[src/rtl/fetch_unit_pkg.sv]
// fetch_unit_pkg: fetch FSM state encoding and constants shared by the fetch front end.
// No ports.
package fetch_unit_pkg;
    typedef enum logic [1:0] {
        S_REQ  = 2'd0,
        S_WAIT = 2'd1,
        S_HOLD = 2'd2
    } fetch_state_t;
    localparam int INSN_BYTES = 4;
    localparam logic [31:0] DEFAULT_RESET_PC = 32'h0000_1000;
endpackage

[src/rtl/fetch_pc_next.sv]
// fetch_pc_next: combinational next-PC mux (aligned redirect / sequential advance / hold).
// Ports: pc (current fetch PC), redirect_valid/redirect_pc (redirect target),
//        advance (step to the next instruction), pc_next (selected PC).
module fetch_pc_next #(
    parameter int XLEN = 32
) (
    input  logic [XLEN-1:0] pc,
    input  logic            redirect_valid,
    input  logic [XLEN-1:0] redirect_pc,
    input  logic            advance,
    output logic [XLEN-1:0] pc_next
);
    import fetch_unit_pkg::*;
    // Redirect targets are word-aligned by clearing the byte-offset bits; pc+4 wraps naturally.
    always_comb pc_next = redirect_valid ? (redirect_pc & ~XLEN'(INSN_BYTES - 1))
                        : advance        ? pc + XLEN'(INSN_BYTES)
                        : pc;
endmodule

[src/rtl/fetch_unit.sv]
// fetch_unit: single-outstanding instruction fetch front end with stall and redirect handling.
// Ports: clk/reset (async active-high); stall from IF/ID; redirect_valid/redirect_pc from execute;
//        icache_req/icache_addr request, icache_rvalid/icache_rdata response;
//        out_valid/out_pc/out_insn registered instruction presented to IF/ID.
module fetch_unit
    import fetch_unit_pkg::*;
#(
    parameter int              XLEN     = 32,
    parameter int              INSN_W   = 32,
    parameter logic [XLEN-1:0] RESET_PC = XLEN'(DEFAULT_RESET_PC)
) (
    input  logic              clk,
    input  logic              reset,
    input  logic              stall,
    input  logic              redirect_valid,
    input  logic [XLEN-1:0]   redirect_pc,
    output logic              icache_req,
    output logic [XLEN-1:0]   icache_addr,
    input  logic              icache_rvalid,
    input  logic [INSN_W-1:0] icache_rdata,
    output logic              out_valid,
    output logic [XLEN-1:0]   out_pc,
    output logic [INSN_W-1:0] out_insn
);
    fetch_state_t    state, state_next;
    logic [XLEN-1:0] pc, pc_next;
    logic            kill, kill_next, take, drop;

    assign take = (state == S_WAIT) && icache_rvalid;
    // A response is stale if a redirect arrived while it was in flight or arrives with it.
    assign drop = kill || redirect_valid;

    fetch_pc_next #(.XLEN(XLEN)) u_pc_next (
        .pc             (pc),
        .redirect_valid (redirect_valid),
        .redirect_pc    (redirect_pc),
        .advance        (take && !drop),
        .pc_next        (pc_next)
    );

    // In S_REQ pc_next is the redirect-or-current PC, so a same-cycle redirect costs nothing.
    assign icache_req  = (state == S_REQ) && !reset;
    assign icache_addr = pc_next;

    always_comb begin
        state_next = state;
        kill_next  = kill;
        case (state)
            S_REQ:  state_next = S_WAIT;
            S_WAIT: begin
                kill_next = icache_rvalid ? 1'b0 : (kill || redirect_valid);
                if (icache_rvalid) state_next = drop ? S_REQ : S_HOLD;
            end
            S_HOLD: if (redirect_valid || !stall) state_next = S_REQ;
            default: state_next = S_REQ;
        endcase
    end

    always_ff @(posedge clk or posedge reset) begin
        if (reset) begin
            state     <= S_REQ;
            pc        <= RESET_PC;
            kill      <= 1'b0;
            out_valid <= 1'b0;
            out_pc    <= '0;
            out_insn  <= '0;
        end else begin
            state <= state_next;
            pc    <= pc_next;
            kill  <= kill_next;
            if (take && !drop) begin
                out_valid <= 1'b1;
                out_pc    <= pc;
                out_insn  <= icache_rdata;
            end else if (state == S_HOLD && state_next == S_REQ) begin
                out_valid <= 1'b0;
            end
        end
    end
endmodule

[config.mk]
export PLATFORM = sky130hd
export DESIGN_NAME = fetch_unit
export DESIGN_NICKNAME = d
export VERILOG_FILES = /design/src/rtl/fetch_unit_pkg.sv /design/src/rtl/fetch_pc_next.sv /design/src/rtl/fetch_unit.sv
export SDC_FILE = /design/constraint.sdc
export NUM_CORES = 1
export LEC_CHECK = 0
export CAP_MARGIN = 20
export CORE_MARGIN = 2
export CORE_UTILIZATION = 45
export CTS_BUF_LIST = sky130_fd_sc_hd__clkbuf_4 sky130_fd_sc_hd__clkbuf_8 sky130_fd_sc_hd__clkbuf_16
export DETAILED_ROUTE_END_ITERATION = 10
export PLACE_DENSITY = 0.9
export SLEW_MARGIN = 10
export SYNTH_ARGS = -nofsm -noshare
export SYNTH_HDL_FRONTEND = slang
export SYNTH_HIERARCHICAL = 1
export SYNTH_SLANG_ARGS = --single-unit
[constraint.sdc]
create_clock -name clk -period 6.1 [get_ports clk]
set_input_delay 1.83 -clock clk [delete_from_list [all_inputs] [get_ports clk]]
set_output_delay 1.83 -clock clk [all_outputs]
set_load 0.1 [all_outputs]
* Yosys cells after proc, flatten, opt, wreduce, memory -nomap -nowiden *
Cells that the tools add are included.

storage, ports and cells
  register bits = 100
  input port bits = 69
  output and inout port bits = 98
  word-level logic and storage cells = 30

operators by class
  add/subtract/negate cells = 1
  equality and inequality tests = 2
  muxes and demuxes = 9
  reductions and logical operators = 12

operators with widths
  kind                                                                    number
  32-bit 2-to-1 mux                                                       2
  32-bit by 3-bit adder with 32-bit output (second input constant)        1
  2-bit 2-to-1 mux                                                        3
  2-bit case mux with 3 select lines                                      1
  1-bit logical AND                                                       4
  2-bit zero test                                                         2
  1-bit zero test                                                         3
  1-bit 2-to-1 mux                                                        3
  2-bit by 1-bit equality test with 1-bit output (second input constant)  1
  2-bit equality test (second input constant)                             1
  1-bit logical OR                                                        2
  2-bit nonzero test                                                      1

* Longest topological paths before layout *
  depth after elaboration = 8
  mapped depth = 10
  gate-level depth less buffers = 7

* Hierarchy *
Netlist, hierarchy kept.

by module, submodules not included
  module         times used  cells each  area each (µm²)  sequential area each (µm²)
  fetch_unit     1           186         3473.3           2503.7
  fetch_pc_next  1           177         1048.5           0.0

* Least setup slack after synthesis *
No wires, ideal clock.

  path type = in2out
  from = in redirect_valid
  to = out icache_addr[12]
  arrival = 5.448 ns
  data required time = 4.270 ns
  slack = -1.178 ns
  stages on the path = 10
  buffers on the path = 3
  path through = nor2_1 nand3_2 buf_6 buf_6 inv_1 nand4_1 or3_1 clkbuf_1 xnor2_1 o21ai_0

on the way
  word-level cells in the longest chain between the ends = 5

RTL lines
  item                 RTL line             text
  start: declaration   fetch_unit.sv:15     input logic redirect_valid,
  1-bit logical OR     fetch_unit.sv:31     assign drop = kill || redirect_valid;
  1-bit zero test      fetch_unit.sv:37     .advance (take && !drop),
  1-bit logical AND    fetch_unit.sv:37
  32-bit 2-to-1 mux    fetch_pc_next.sv:16  : advance ? pc + XLEN'(INSN_BYTES)
  32-bit 2-to-1 mux *  fetch_pc_next.sv:15  always_comb pc_next = redirect_valid ? (redirect_pc & ~XLEN'(INSN_BYTES - 1))
  end: declaration     fetch_unit.sv:18     output logic [XLEN-1:0] icache_addr,

Mark *: on every way between the ends. The rest lies on a longest branch, timed or not.

* Worst setup path after layout *
  from = in icache_rvalid
  to = out icache_addr[22]

on the way
  word-level cells in the longest chain between the ends = 4

RTL lines
  item                RTL line             text
  start: declaration  fetch_unit.sv:19     input logic icache_rvalid,
  1-bit logical AND   fetch_unit.sv:29     assign take = (state == S_WAIT) && icache_rvalid;
  1-bit logical AND   fetch_unit.sv:37
  32-bit 2-to-1 mux   fetch_pc_next.sv:16
  32-bit 2-to-1 mux   fetch_pc_next.sv:15

Every way passes these cells.

==> reports/results.ini <==
[status]
status = finished clean

[sta]
rsz0062_at_grt = no
worst_clock_skew_ps = 11.4
hold_viol_final = 0
worst_slack_ps = 120
min_period_ps = 5980
clock.fmax_mhz = 167
worstMarginPinSlew_ps = 1040
setup_viol = 0
slew_headroom_pct = 30.5
slew_viol_final = 0
min_period_over_period_pct = 98.0

[clock_tree]
htreeDepth = 3
hold_buffers = 0
cts_tree = built
clk_latency_ps = 360
cts_resized = 0
cts_setup_buffers = 0
cts_buffer_depth = 2
cts_sinks = 100
path_clk_slew_ps = 100
root_buffer = clkbuf_8
cts-buffers-inserted = 9

[synth]
synth_cells = 363
synth_area_per_cell_um2 = 12.5
ys_seq_area_share_pct = 55.4
synthMostInstantiatedCell = dfrtp_1
ys_types = 40
syn_area_mm2 = 0.00452
synth_area_leaders = dfrtp_1, mux2_2, mux2_4
synth_ff_type = dfrtp_1
syn_nets = 433
synth-async-reset-ratio_pct = 100
ys_ff_latch = 100
synth_top_area_share_pct = 54.8
synth_edf_count = 0
ys_top_cells_by_count = dfrtp_1, mux2_2, nand2_1
synth_warnings = 6
yosysTopAreaCell = dfrtp_1

[routing]
drt_iter0_drc = 127
via_per_inst = 5.33
detail_route.drc_violations = 0
vias = 3552
drt_wl_total_mm = 12.3
routedWlPerCell_um = 18.4
final_antenna_net_count = 0
drtPass1Iterations = 4

[cells_and_area]
drive_gt1_share_pct = 29.6
antenna_cells = 0
fillers = 683
syn_to_final_growth_pct = 55.1
nets = 598

[grt]
grt_pass1_wl_mm = 19.5
grt_util_all_layers_pct = 23.0
grt_pass1_vias = 3743
overflow = 0
antenna_found_initial = 0
grt_max_degree = 67

[setup_path]
cpPeakStageDelay_ps = 550
critPathMaxFanout = 5
crit_slowest_cell = or4_1
path_class = primary input to output port
critical_path_arrival_ps = 4150
crit_family = simple AND/OR/NAND/NOR gates
crit_buf_inv = 3
crit_path_cell_trace = clkdlybuf4s50_1 > nand3_4 > inv_2 > nand4_1 > or3_1 > or4_1 > a31oi_4 > buf_12
cp-end-kind = output port
required_ps = 4270
startpoint_type = primary input

[floorplan]
dieArea_mm2 = 0.0109
fp.coreArea_mm2 = 0.00977
rows = 36
ios = 167
initial_core_util_pct = 46.3
die_h_um = 104
die_w_um = 104

[placement]
gp_congestion = 0.825
numPortBuffers = 164
dpl.hpwl_mm = 9.07
pre_cts_ws_ps = 111

[hold_path]
hold_path_class = flop to flop

[job]
maxCapViolCount = 0

cells by family (layout without fill, tap and decap cells):
group	count (synthesis)	count (layout)	synth area share (%)
simple gates	112	112	13.9
buf+inv	26	196	3.10
flops	100	100	55.4
xor+xnor	12	12	2.32
fa+ha+maj	1	1	0.277
compound gates	47	47	6.59
mux	65	65	18.4
path summary, 6_finish.rpt:
| kind | from | to | slack [ps] | depth (start not counted) |
|---|---|---|---|---|
| worst max-delay path | icache_rvalid | icache_addr[22] | 120 | 8 |
| worst min-delay path | out_valid | out_valid | 510 | 2 |
| worst max register to register | state[1] | pc[22] | 3790 | 7 |
| worst min register to register | out_valid | out_valid | 510 | 2 |
| max in group asynchronous | reset | out_pc[17] | 3080 | 3 |
| min in group asynchronous | reset | out_insn[24] | 1960 | 2 |
layer usage:
metal	wire (um)	GRT usage, %	vias to the layer above
met1	4980	28.0	1745
li1	-	-	1661
met2	6470	39.6	121
met5	0	0	-
met3	490	4.14	25
met4	340	10.5	0
cell type report:
cell class / instances / area (um2) / share of cell area (%)
clock buffer: 10 / 138 / 1.96
clock inverter: 6 / 96.3 / 1.37
inverter: 7 / 28.8 / 0.410
multi-input combinational: 237 / 2070 / 29.5
sequential: 100 / 2500 / 35.7
tap: 133 / 166 / 2.37
timing repair buffer: 173 / 2010 / 28.6
stage by stage:
stage / utilization, % / hold slack (ps) / instance area [um2] / TNS [ps] / std cells
finish: 71.8 / 511 / 7010 / 0 / 666
global route: 71.8 / 531 / 7010 / 0 / 666
CTS: 71.8 / 513 / 7010 / 0 / 666
detailed placement: 69.4 / 492 / 6780 / 0 / 650
global placement: 69.4 / 485 / 6780 / 0 / 650
floorplan: - / 473 / 4710 / -344 / 363
sequential cells by signal, indices dropped and copies added, names as in the netlist:
name       flops
out_insn      32
out_pc        32
pc            32
state          2
kill           1
out_valid      1
cells in the final DEF (no fill, tap or decap), types with 4 or more instances in the layout:
| master | Yosys | routed |
|---|---|---|
| clkbuf_8 | 0 | 10 |
| clkdlybuf4s50_1 | 0 | 130 |
| nand2_1 | 32 | 32 |
| a31oi_4 | 0 | 9 |
| or4_1 | 15 | 15 |
| o211ai_1 | 5 | 5 |
| o21ai_1 | 0 | 7 |
| mux2_4 | 27 | 27 |
| buf_4 | 0 | 11 |
| nor2_1 | 15 | 15 |
| o21ai_2 | 0 | 6 |
| dfrtp_1 | 99 | 99 |
| nand4_1 | 6 | 6 |
| inv_1 | 7 | 5 |
| o31ai_1 | 10 | 10 |
| xnor2_1 | 7 | 7 |
| nand3_2 | 3 | 4 |
| mux2_2 | 37 | 37 |
| buf_12 | 0 | 31 |
| nand3_1 | 14 | 12 |
| nor2b_1 | 4 | 4 |
| xor2_1 | 5 | 5 |
worst reg2reg max path: cells and delay by family, from the launching register on:
family / cells / cell delay (ps)
compound gates: 1 / 230
buf+inv: 1 / 70
flops: 1 / 470
simple gates: 5 / 1470
Power is left out: the tool's default activity adds up to more than one toggle a clock period on the data nets, which glitch-free logic cannot reach.
